`config.mk`:
```
export PLATFORM = sky130hd
export DESIGN_NAME = addsub_seq
export DESIGN_NICKNAME = d
export VERILOG_FILES = /design/src/rtl/addsub_seq_pkg.sv /design/src/rtl/addsub_seq_fa_cell.sv /design/src/rtl/addsub_seq.sv
export SDC_FILE = /design/constraint.sdc
export NUM_CORES = 1
export LEC_CHECK = 0
export CORE_ASPECT_RATIO = 0.7
export CORE_UTILIZATION = 40
export CTS_BUF_LIST = sky130_fd_sc_hd__clkbuf_16
export DETAILED_ROUTE_END_ITERATION = 6
export MAX_ROUTING_LAYER = met4
export PLACE_DENSITY = 0.65
export SYNTH_ARGS = -nofsm -noshare
export SYNTH_HDL_FRONTEND = slang
export SYNTH_SLANG_ARGS = --single-unit
```
`constraint.sdc`:
```
create_clock -name clk -period 3.81 [get_ports clk]
set_input_delay 0.762 -clock clk [delete_from_list [all_inputs] [get_ports clk]]
set_output_delay 0.762 -clock clk [all_outputs]
set_load 0.01 [all_outputs]
```
`src/rtl/addsub_seq_pkg.sv`:
```
// Shared types and constants for the bit-serial add/subtract unit.
package addsub_seq_pkg;

  localparam int DEFAULT_WIDTH = 8;

  typedef enum logic [1:0] {
    IDLE = 2'd0,
    RUN  = 2'd1,
    DONE = 2'd2
  } state_t;

endpackage

```
`src/rtl/addsub_seq_fa_cell.sv`:
```
// Combinational 1-bit full adder shared by every bit step of addsub_seq.
module fa_cell (
  input  logic a,
  input  logic b,
  input  logic cin,
  output logic sum,
  output logic cout
);

  assign sum  = a ^ b ^ cin;
  assign cout = (a & b) | (cin & (a ^ b));

endmodule

```
`src/rtl/addsub_seq.sv`:
```
// Bit-serial adder/subtractor: one result bit per clock, LSB first, through a
// single full-adder cell. Subtraction is A + ~B + 1.
module addsub_seq
  import addsub_seq_pkg::*;
#(
  parameter int WIDTH = DEFAULT_WIDTH
) (
  input  logic             clk,
  input  logic             Gl_rst,
  input  logic             Gl_adder_start,
  input  logic             Gl_subtract,
  input  logic [WIDTH-1:0] Gl_r1,
  input  logic [WIDTH-1:0] Gl_r2,
  output logic [WIDTH-1:0] L2_adder_data,
  output logic             L2_adder_rdy,
  output logic             L2_busy,
  output logic             L2_cout,
  output logic             L2_ovf,
  output logic [7:0]       L2_led
);

  localparam int IDX_W = $clog2(WIDTH) + 1;
  localparam logic [IDX_W-1:0] LAST_IDX = IDX_W'(WIDTH - 1);

  state_t           state;
  logic [WIDTH-1:0] a_sreg;
  logic [WIDTH-1:0] b_sreg;
  logic [WIDTH-1:0] sum_sreg;
  logic             carry;
  logic             sub_flag;
  logic [IDX_W-1:0] idx;
  logic [3:0]       op_count;
  logic             fa_sum;
  logic             fa_cout;
  logic [WIDTH-1:0] sum_next;

  // Operands shift right each step, so bit idx of the original value is
  // always presented at position 0.
  fa_cell u_fa (
    .a   (a_sreg[0]),
    .b   (b_sreg[0]),
    .cin (carry),
    .sum (fa_sum),
    .cout(fa_cout)
  );

  assign sum_next = {fa_sum, sum_sreg[WIDTH-1:1]};
  assign L2_led   = {op_count, L2_busy, sub_flag, L2_ovf, L2_cout};

  // NOTE: all state here uses non-blocking assignments so every register
  // samples the pre-edge values, matching the hardware it describes.
  always_ff @(posedge clk or posedge Gl_rst) begin
    if (Gl_rst) begin
      state         <= IDLE;
      a_sreg        <= '0;
      b_sreg        <= '0;
      sum_sreg      <= '0;
      carry         <= 1'b0;
      sub_flag      <= 1'b0;
      idx           <= '0;
      op_count      <= '0;
      L2_adder_data <= '0;
      L2_adder_rdy  <= 1'b0;
      L2_busy       <= 1'b0;
      L2_cout       <= 1'b0;
      L2_ovf        <= 1'b0;
    end else begin
      L2_adder_rdy <= 1'b0;
      case (state)
        IDLE: begin
          if (Gl_adder_start) begin
            a_sreg   <= Gl_r1;
            b_sreg   <= Gl_r2 ^ {WIDTH{Gl_subtract}};
            carry    <= Gl_subtract;
            sub_flag <= Gl_subtract;
            idx      <= '0;
            L2_busy  <= 1'b1;
            state    <= RUN;
          end
        end
        RUN: begin
          sum_sreg <= sum_next;
          a_sreg   <= a_sreg >> 1;
          b_sreg   <= b_sreg >> 1;
          carry    <= fa_cout;
          idx      <= idx + 1'b1;
          if (idx == LAST_IDX) begin
            // carry still holds the carry into the MSB on this step
            L2_adder_data <= sum_next;
            L2_cout       <= fa_cout;
            L2_ovf        <= carry ^ fa_cout;
            L2_adder_rdy  <= 1'b1;
            op_count      <= op_count + 1'b1;
            state         <= DONE;
          end
        end
        DONE: begin
          L2_busy <= 1'b0;
          state   <= IDLE;
        end
        default: state <= IDLE;
      endcase
    end
  end

endmodule

```
==> results of run 1 <==
-- per-stage QoR --
stage,power (mW),hold slack [ns]
after floorplan,1.31,0.440
final,1.96,0.461
after global placement,1.54,0.458
after detailed placement,1.56,0.462
after global routing,2.10,0.499
after CTS,1.98,0.470
-- worst max path at each step --
stage | cells after the start | slack, ns | endpoint
global placement | 4 | 1.41 | carry
CTS | 3 | 1.59 | L2_adder_data[3]
finish | 3 | 1.60 | L2_cout
global route | 3 | 1.41 | L2_adder_data[4]
floorplan | 1 | 1.93 | L2_adder_data[0]
detailed placement | 4 | 1.38 | a_sreg[7]
-- cell usage in the layout (no fill, tap or decap), drive strengths merged --
cell type | netlist | layout
mux2 | 11 | 11
inv | 6 | 6
ha | 2 | 2
clkdlybuf4s50 | 0 | 39
nand2 | 34 | 34
o21bai | 2 | 2
a221o | 8 | 8
or3b | 1 | 1
a21oi | 2 | 2
fa | 1 | 1
clkbuf | 3 | 5
buf | 13 | 1
nor3 | 2 | 2
nand2b | 1 | 1
o21ai | 10 | 10
nor2 | 11 | 11
dfrtp | 47 | 47
and2 | 5 | 5
xor2 | 4 | 4
a22oi | 2 | 2
clkinvlp | 0 | 1
nor3b | 1 | 1
xnor2 | 8 | 8
nand3 | 5 | 5
o22ai | 1 | 1
nor2b | 2 | 2
clkinv | 0 | 2
nand3b | 1 | 1
a21o | 2 | 2
a31oi | 5 | 5
-- registers in the layout, indices dropped and copies added (netlist names), 2 cells and up --
| signal | cells |
|---|---|
| idx | 4 |
| state | 2 |
| op_count | 4 |
| b_sreg | 8 |
| a_sreg | 8 |
| L2_adder_data | 8 |
| sum_sreg | 7 |
-- worst max-delay path, cell delays in order, from the launching register on --
cell,delay (ns)
dfrtp_1,0.57
nand2b_1,0.45
nor2_2,0.66
mux2_2,0.40
-- layer usage --
metal | vias up | part of all wire [%] | track usage, %
li1 | 701 | - | -
met1 | 679 | 55 | 22.2
met2 | 30 | 40 | 21.8
met3 | 5 | 4.6 | 4.36
met4 | 0 | 1.1 | 5.44
met5 | - | 0 | -
-- logic make-up (layout without fill, tap and decap cells) --
group                    Yosys count  count (layout)  synth area share [%]
AND/OR/NAND/NOR                   63              63                  13.7
flip-flops                        47              47                  56.2
AO/OA/AOI/OAI                     32              32                  10.8
buffers and inverters             22              54                  6.16
XOR/XNOR                          12              12                  5.02
multiplexers                      11              11                  5.92
adder cells (fa/ha/maj)            3               3                  2.15
-- final cells by class --
cell class	count	share of cell area, %
clock buffer	5	4.79
clock inverter	3	0.575
inverter	6	0.862
multi-input combinational	121	30.2
sequential	47	45.0
tap	69	3.31
timing repair buffer	40	15.2
-- power by group through the flow --
stage / registers (mW) / clock network, mW / logic (mW)
4_1_cts: 0.850 / 0.425 / 0.702
5_1_grt: 0.879 / 0.447 / 0.775
2_1_floorplan: 0.840 / 0 / 0.466
3_3_place_gp: 0.853 / 0 / 0.685
6_report: 0.847 / 0.417 / 0.692
3_5_place_dp: 0.856 / 0 / 0.700
==> metrics.txt, run 1 <==
largest net degree at the start of global routing 48; CTS Hold Bufs 0; EDFF count, synth 0; FF/Latch Area approximately 1200 um^2; HP Class reg -> reg; Core Area about 4900 um^2; count leader, synth dfrtp_1; FP Rows 21; cell taking the most area after synthesis dfrtp_1; CTS clock-pin slew for the worst setup and hold paths roughly 0.060 ns; Int Pwr around 1.3 mW; Worst Hold End op_count[3]; final instance area 2610 um^2; Tmin final between 2 and 2.5 ns; initial antenna violation count 0; Initial Utilization approximately 43%; Final setup viols 0; CP Launch Point state[0]; post-synthesis sequential area ratio a little under three fifths; global-route wire length before repair 6.40 mm; worst-path maximum fanout 17; Critical Path AT approximately 2.4 ns; setup bufs post-CTS 0; CTS Buf Count 5; Total Wirelength about 3.7 mm; fillers approximately 450; Gates resized, CTS repair 0; status finished clean; R2R Setup Slk roughly 1.6 ns; Synth area leaders dfrtp_1, nand2_1, mux2_2, a221o_1, xnor2_1; die extent in x slightly below 90 um; footprint of the multi-input gates 788 um^2; f_max roughly 450 MHz; # DRC 0; final core occ a little over half; reg-to-reg critical path startpoint state[0]; Routed WL per cell about 13 um; Synth Flop Type dfrtp_1; Worst R2R End L2_cout; Avg Synthesized Cell Area 11.0 um^2; max-slew violations 0; CTS tree built; CP startpoint kind flip-flop; sequential fraction of design power 43.3%; Syn. warnings 0; placed wire-length estimate around 2.4 mm; area grow syn2layout 24.7%; final hold violation count 0; Hold Crit Start op_count[3]; share of cells above drive strength 1 roughly 11%; worst skew pair latency between 0.2 and 0.3 ns; vias in the first global route 1,382; post-route setup slack between 1.5 and 2 ns; GRT Util Overall between 15 and 20%; clk buf depth 2; DR iter-0 viols 53; setup tns final 0 ns; Yosys reg bits 47; most frequent cells after synthesis dfrtp_1, nand2_1, mux2_2; MaxCap Viol Count 0; total net switching power ~0.65 mW; Comb pwr share 35.4%; TritonRoute pass-1 iters 4; clk sinks 47; Pleak roughly 1.2 nW; dpl cells roughly 280; cell chosen for the clock root clkbuf_16; H-tree levels 2; skew final about 0.0049 ns; die area 5530 um^2; sw frac about a third; Syn Inst Count 190; critical path endpoint category flip-flop; Cell Area, Placed around 2500 um^2; Final Wtd Congestion around 0.76; Finished Layout Cells between 200 and 300; Netlist cell types 32; # diodes 0; max_slew headroom between 30% and 40%; Place WS 1.38 ns; ANT nets after route 0; Syn Nets between 200 and 250; Power Dens Cells ~750 nW/um^2; WP data required between 3 and 4 ns; critical path type reg -> reg; mapped cell area about 2100 um^2; Min-Delay Path Depth 1; routed via count 1,415; peak supply drop between 0.2 and 0.3 mV; worst r2r path cells 3; unrepaired setup endpoints after global routing false; vias per cell roughly 4.9; # IOs 40; Worst-Margin Slew approximately 0.95 ns; clock group share of total power 21.3%; area share of the largest cell type after synthesis around 56%; async set or reset register ratio after synthesis 100%; Die Height 62.5 um; layout net count 244; Final Cycle Share between 50 and 60%; port bufs 39; remaining global-route overflow 0
Power figures use the tool's default switching activity.
==> inputs of run 2 (changes only) <==
PLACE_DENSITY = 0.68   (was 0.65)
clock period = 1.9 ns   (was 3.81 ns; I/O delays follow)
==> metrics.txt, run 2 (synthesized netlist as in run 1, its figures left out) <==
area grow syn2layout 28.1% (was 24.7%); peak supply drop 0.673 mV (was 0.266 mV); placed wire-length estimate 2.58 mm (was 2.45 mm); critical path type reg -> out (was reg -> reg); worst-path maximum fanout 4 (was 17); share of cells above drive strength 1 13.9% (was 10.8%); Pwr Total 3.97 mW (was 1.96 mW); CTS Hold Bufs 0 (unchanged); Pleak 1.24 nW (was 1.19 nW); unrepaired setup endpoints after global routing false (unchanged); vias in the first global route 1,458 (was 1,382); most frequent cells in the layout dfrtp_1, clkdlybuf4s50_1, nand2_1 (unchanged); CTS Buf Count 5 (unchanged); total net switching power 1.29 mW (was 0.647 mW); Worst-Margin Slew 0.453 ns (was 0.946 ns); ANT nets after route 0 (unchanged); global-route wire length before repair 6.66 mm (was 6.40 mm); HP Class in -> async (was reg -> reg); f_max between 600 and 700 MHz; critical path, cell by cell clkdlybuf4s50_1 (was nand2b_1 -> nor2_2 -> mux2_2); largest net degree at the start of global routing 48 (unchanged); layout net count 252 (was 244); worst r2r path cells 5 (was 3); Routed WL per cell 12.6 um (was 12.7 um); CP max stage delay 0.55 ns (was 0.66 ns); Tmin final approximately 1.6 ns; Power Dens Cells 1480 nW/um^2 (was 749 nW/um^2); GRT Util Overall 16.2% (was 15.8%); Gates resized, CTS repair 0 (unchanged); setup bufs post-CTS 0 (unchanged); WP buf/inv 1 (was 0); worst skew pair latency 0.28 ns (about the same); status finished clean (unchanged); Initial Utilization 42.6% (unchanged); H-tree levels 2 (unchanged); initial antenna violation count 0 (unchanged); critical path endpoint category output port (was flip-flop); sequential fraction of design power 42.1% (was 43.3%); Comb pwr share 37.5% (was 35.4%); clock group share of total power 20.4% (was 21.3%); skew final 0.00832 ns (was 0.00491 ns); die extent in x 88.5 um (unchanged); Final setup viols 0 (unchanged); CP startpoint kind flip-flop (unchanged); sw frac 32.5% (was 33.1%); most common cell after layout, fill and taps aside dfrtp_1 (unchanged); FP Rows 21 (unchanged); WHS 0.457 ns (was 0.461 ns); Die Height 62.5 um (unchanged); port bufs 39 (unchanged); MaxCap Viol Count 0 (unchanged); # DRC 0 (unchanged); final hold violation count 0 (unchanged); Final Cycle Share between 80% and 90%; Core Area 4910 um^2 (unchanged); max_slew headroom 69.7% (was 36.8%); remaining global-route overflow 0 (unchanged); crit path max-delay cell type clkdlybuf4s50_1 (was nor2_2); Total Wirelength 3.78 mm (was 3.69 mm); vias per cell 4.91 (was 4.86); die area 5530 um^2 (unchanged); DR iter-0 viols 54 (was 53); routed via count 1,468 (was 1,415); Stages on worst setup path 1 (was 3); Final Wtd Congestion 0.793 (was 0.759); WP data required 1.52 ns (was 3.98 ns); CTS tree built (unchanged); # IOs 40 (unchanged); Int Pwr 2.68 mW (was 1.31 mW); clk sinks 47 (unchanged); Largest regs L2_adder_data x8, a_sreg x8, b_sreg x8 (unchanged); TritonRoute pass-1 iters 5 (was 4); # diodes 0 (unchanged); max-slew violations 0 (unchanged); Critical Path AT 1.23 ns (was 2.38 ns); clk buf depth 2 (unchanged); cell chosen for the clock root clkbuf_16 (unchanged); crit-path leading delay family buffers and inverters (was simple AND/OR/NAND/NOR gates); setup tns final 0 ns (unchanged); CTS clock-pin slew for the worst setup and hold paths 0.06 ns (about the same)
==> run 2: routing by layer <==
| metal | vias to the layer above | GRT usage [%] | part of all wire (%) |
|---|---|---|---|
| met4 | 0 | 6.05 | 1.2 |
| met2 | 41 | 23.7 | 46 |
| met1 | 708 | 21.9 | 48 |
| li1 | 714 | - | - |
| met5 | - | - | 0 |
| met3 | 5 | 3.96 | 5.5 |
==> run 2: worst paths after layout <==
| kind | startpoint | endpoint | slack (ns) |
|---|---|---|---|
| setup / recovery | op_count[0] | L2_led[4] | 0.29 |
| hold / removal | Gl_rst | a_sreg[4] | 0.46 |
| setup reg to reg | idx[0] | L2_adder_data[7] | 0.29 |
| hold reg to reg | op_count[3] | op_count[3] | 0.47 |
| max in group asynchronous | Gl_rst | b_sreg[7] | 1.21 |
| min in group clk | op_count[3] | op_count[3] | 0.47 |
==> run 2: cell type report <==
| type | instances | area [um^2] |
|---|---|---|
| clock inverters | 3 | 12.5 |
| multi-input cells | 121 | 788 |
| fillers | 441 | 2230 |
| clock buffers | 5 | 125 |
| flip-flops and latches | 47 | 1180 |
| well taps | 69 | 86.3 |
| inverters | 6 | 22.5 |
| repair buffers | 48 | 470 |
==> run 2: power groups by stage <==
stage | combinational [mW] | clock (mW) | sequential (mW)
global route | 1.67 | 0.883 | 1.73
detailed placement | 1.51 | 0 | 1.69
global placement | 1.47 | 0 | 1.69
finish | 1.49 | 0.809 | 1.67
floorplan | 0.934 | 0 | 1.68
CTS | 1.52 | 0.836 | 1.68
==> run 2: stage by stage <==
stage,setup WS (ns),cells,utilization [%],cell area [um^2]
6_report,0.290,299,54.6,2680
5_1_grt,0.148,299,54.6,2680
4_1_cts,0.269,299,54.6,2680
3_5_place_dp,0.122,291,51.8,2540
3_3_place_gp,0.145,291,51.8,2540
2_1_floorplan,0.395,190,-,2090
==> RTL edit: new RTL, flow settings as in run 2 <==
Encoding of `state_t`: now one-hot (3 bits for 3 states).
--- a/src/rtl/addsub_seq_pkg.sv
+++ b/src/rtl/addsub_seq_pkg.sv
@@ -4,8 +4,8 @@
   localparam int DEFAULT_WIDTH = 8;
 
-  typedef enum logic [1:0] {
-    IDLE = 2'd0,
-    RUN  = 2'd1,
-    DONE = 2'd2
+  typedef enum logic [2:0] {
+    IDLE = 3'b001,
+    RUN  = 3'b010,
+    DONE = 3'b100
   } state_t;
 
Function: same outputs for any inputs over 10 cycles, from zero or initial values and one cycle with Gl_rst high; not proved beyond that.
==> RTL edit against run 2 <==
Total power down 18%. Count of clock-buffer cells in the layout unchanged. Synthesized area up 2.0%. Fmax down 5.9%. Sequential cell count up 1. Setup slack worse by 0.10 ns. Design area up 2.5%. Routed wire length up 6.1%. Critical endpoint is now L2_cout.
==> RTL edit: results <==
[detailed_routing]
met2_wirelength_um = 1653
drt_pass1_iterations = 4

[power_and_ir_drop]
power.share.sequential_pct = 46.4
seq_cell_power_uw = 1510
power.static_leakage_uw = 0.001274
net-switching-power_uw = 1030

[outcome]
outcome = complete, no violations

[yosys]
synth_compound_gate_area_share_pct = 8.148
post_synth_main_area_contributors = sky130_fd_sc_hd__dfrtp_1 (55%), sky130_fd_sc_hd__mux2_4 (4.9%), sky130_fd_sc_hd__nand2_1 (4.9%)
synth_top_cells_by_count = sky130_fd_sc_hd__dfrtp_1 (47), sky130_fd_sc_hd__nand2_1 (28), sky130_fd_sc_hd__nor2_1 (13)
synth-seq-area-share_pct = 56.33
synth_cell_type_count = 35

[global_route]
gr-usage-met3_pct = 4.456
first_global_vias = 1420
track_usage_pct = 17.39
grt_pass1_wl_um = 7113

[timing]
worst_clock_skew_ns = 0.007251
slew_headroom_pct = 74.33

[place]
dp_worst_setup_slack_ns = 0.1499
placed_cell_area_sq_um = 2608
place.detailed.instances = 284

[layout]
final_layout_size_suffix_gt1_share_pct = 13.45
finalNetCount = 245

[worst_setup_path]
timing.reg2reg.worst_path_depth = 3
cp_slowest_stage_delay_ns = 0.49
critical_path.top_delay_family = simple AND/OR/NAND/NOR gates
[RTL edit: worst max path at each step]
stage / slack, ns / from / endpoint / cells after the start
floorplan: 0.31 / state[2] / L2_adder_data[0] / 5
global placement: 0.18 / Gl_adder_start / b_sreg[3] / 4
detailed placement: 0.15 / Gl_adder_start / b_sreg[2] / 5
CTS: 0.19 / state[2] / L2_cout / 3
global route: 0.12 / state[2] / L2_cout / 3
finish: 0.19 / state[2] / L2_cout / 3
[RTL edit: kinds of logic (layout without fill, tap and decap cells)]
group / Yosys count / after routing
AO/OA/AOI/OAI: 25 / 25
AND/OR/NAND/NOR: 64 / 64
XOR/XNOR: 12 / 12
flip-flops: 48 / 48
buffers and inverters: 18 / 57
multiplexers: 14 / 14
adder cells (fa/ha/maj): 3 / 3
[RTL edit: area by class of cell]
cell class	count	area, sq um
clock buffers	5	125.1
inverters	2	7.507
well taps	69	86.33
fillers	431	2191
clock inverters	3	16.27
flip-flops and latches	48	1202
multi-input cells	118	823.3
repair buffers	47	488.0
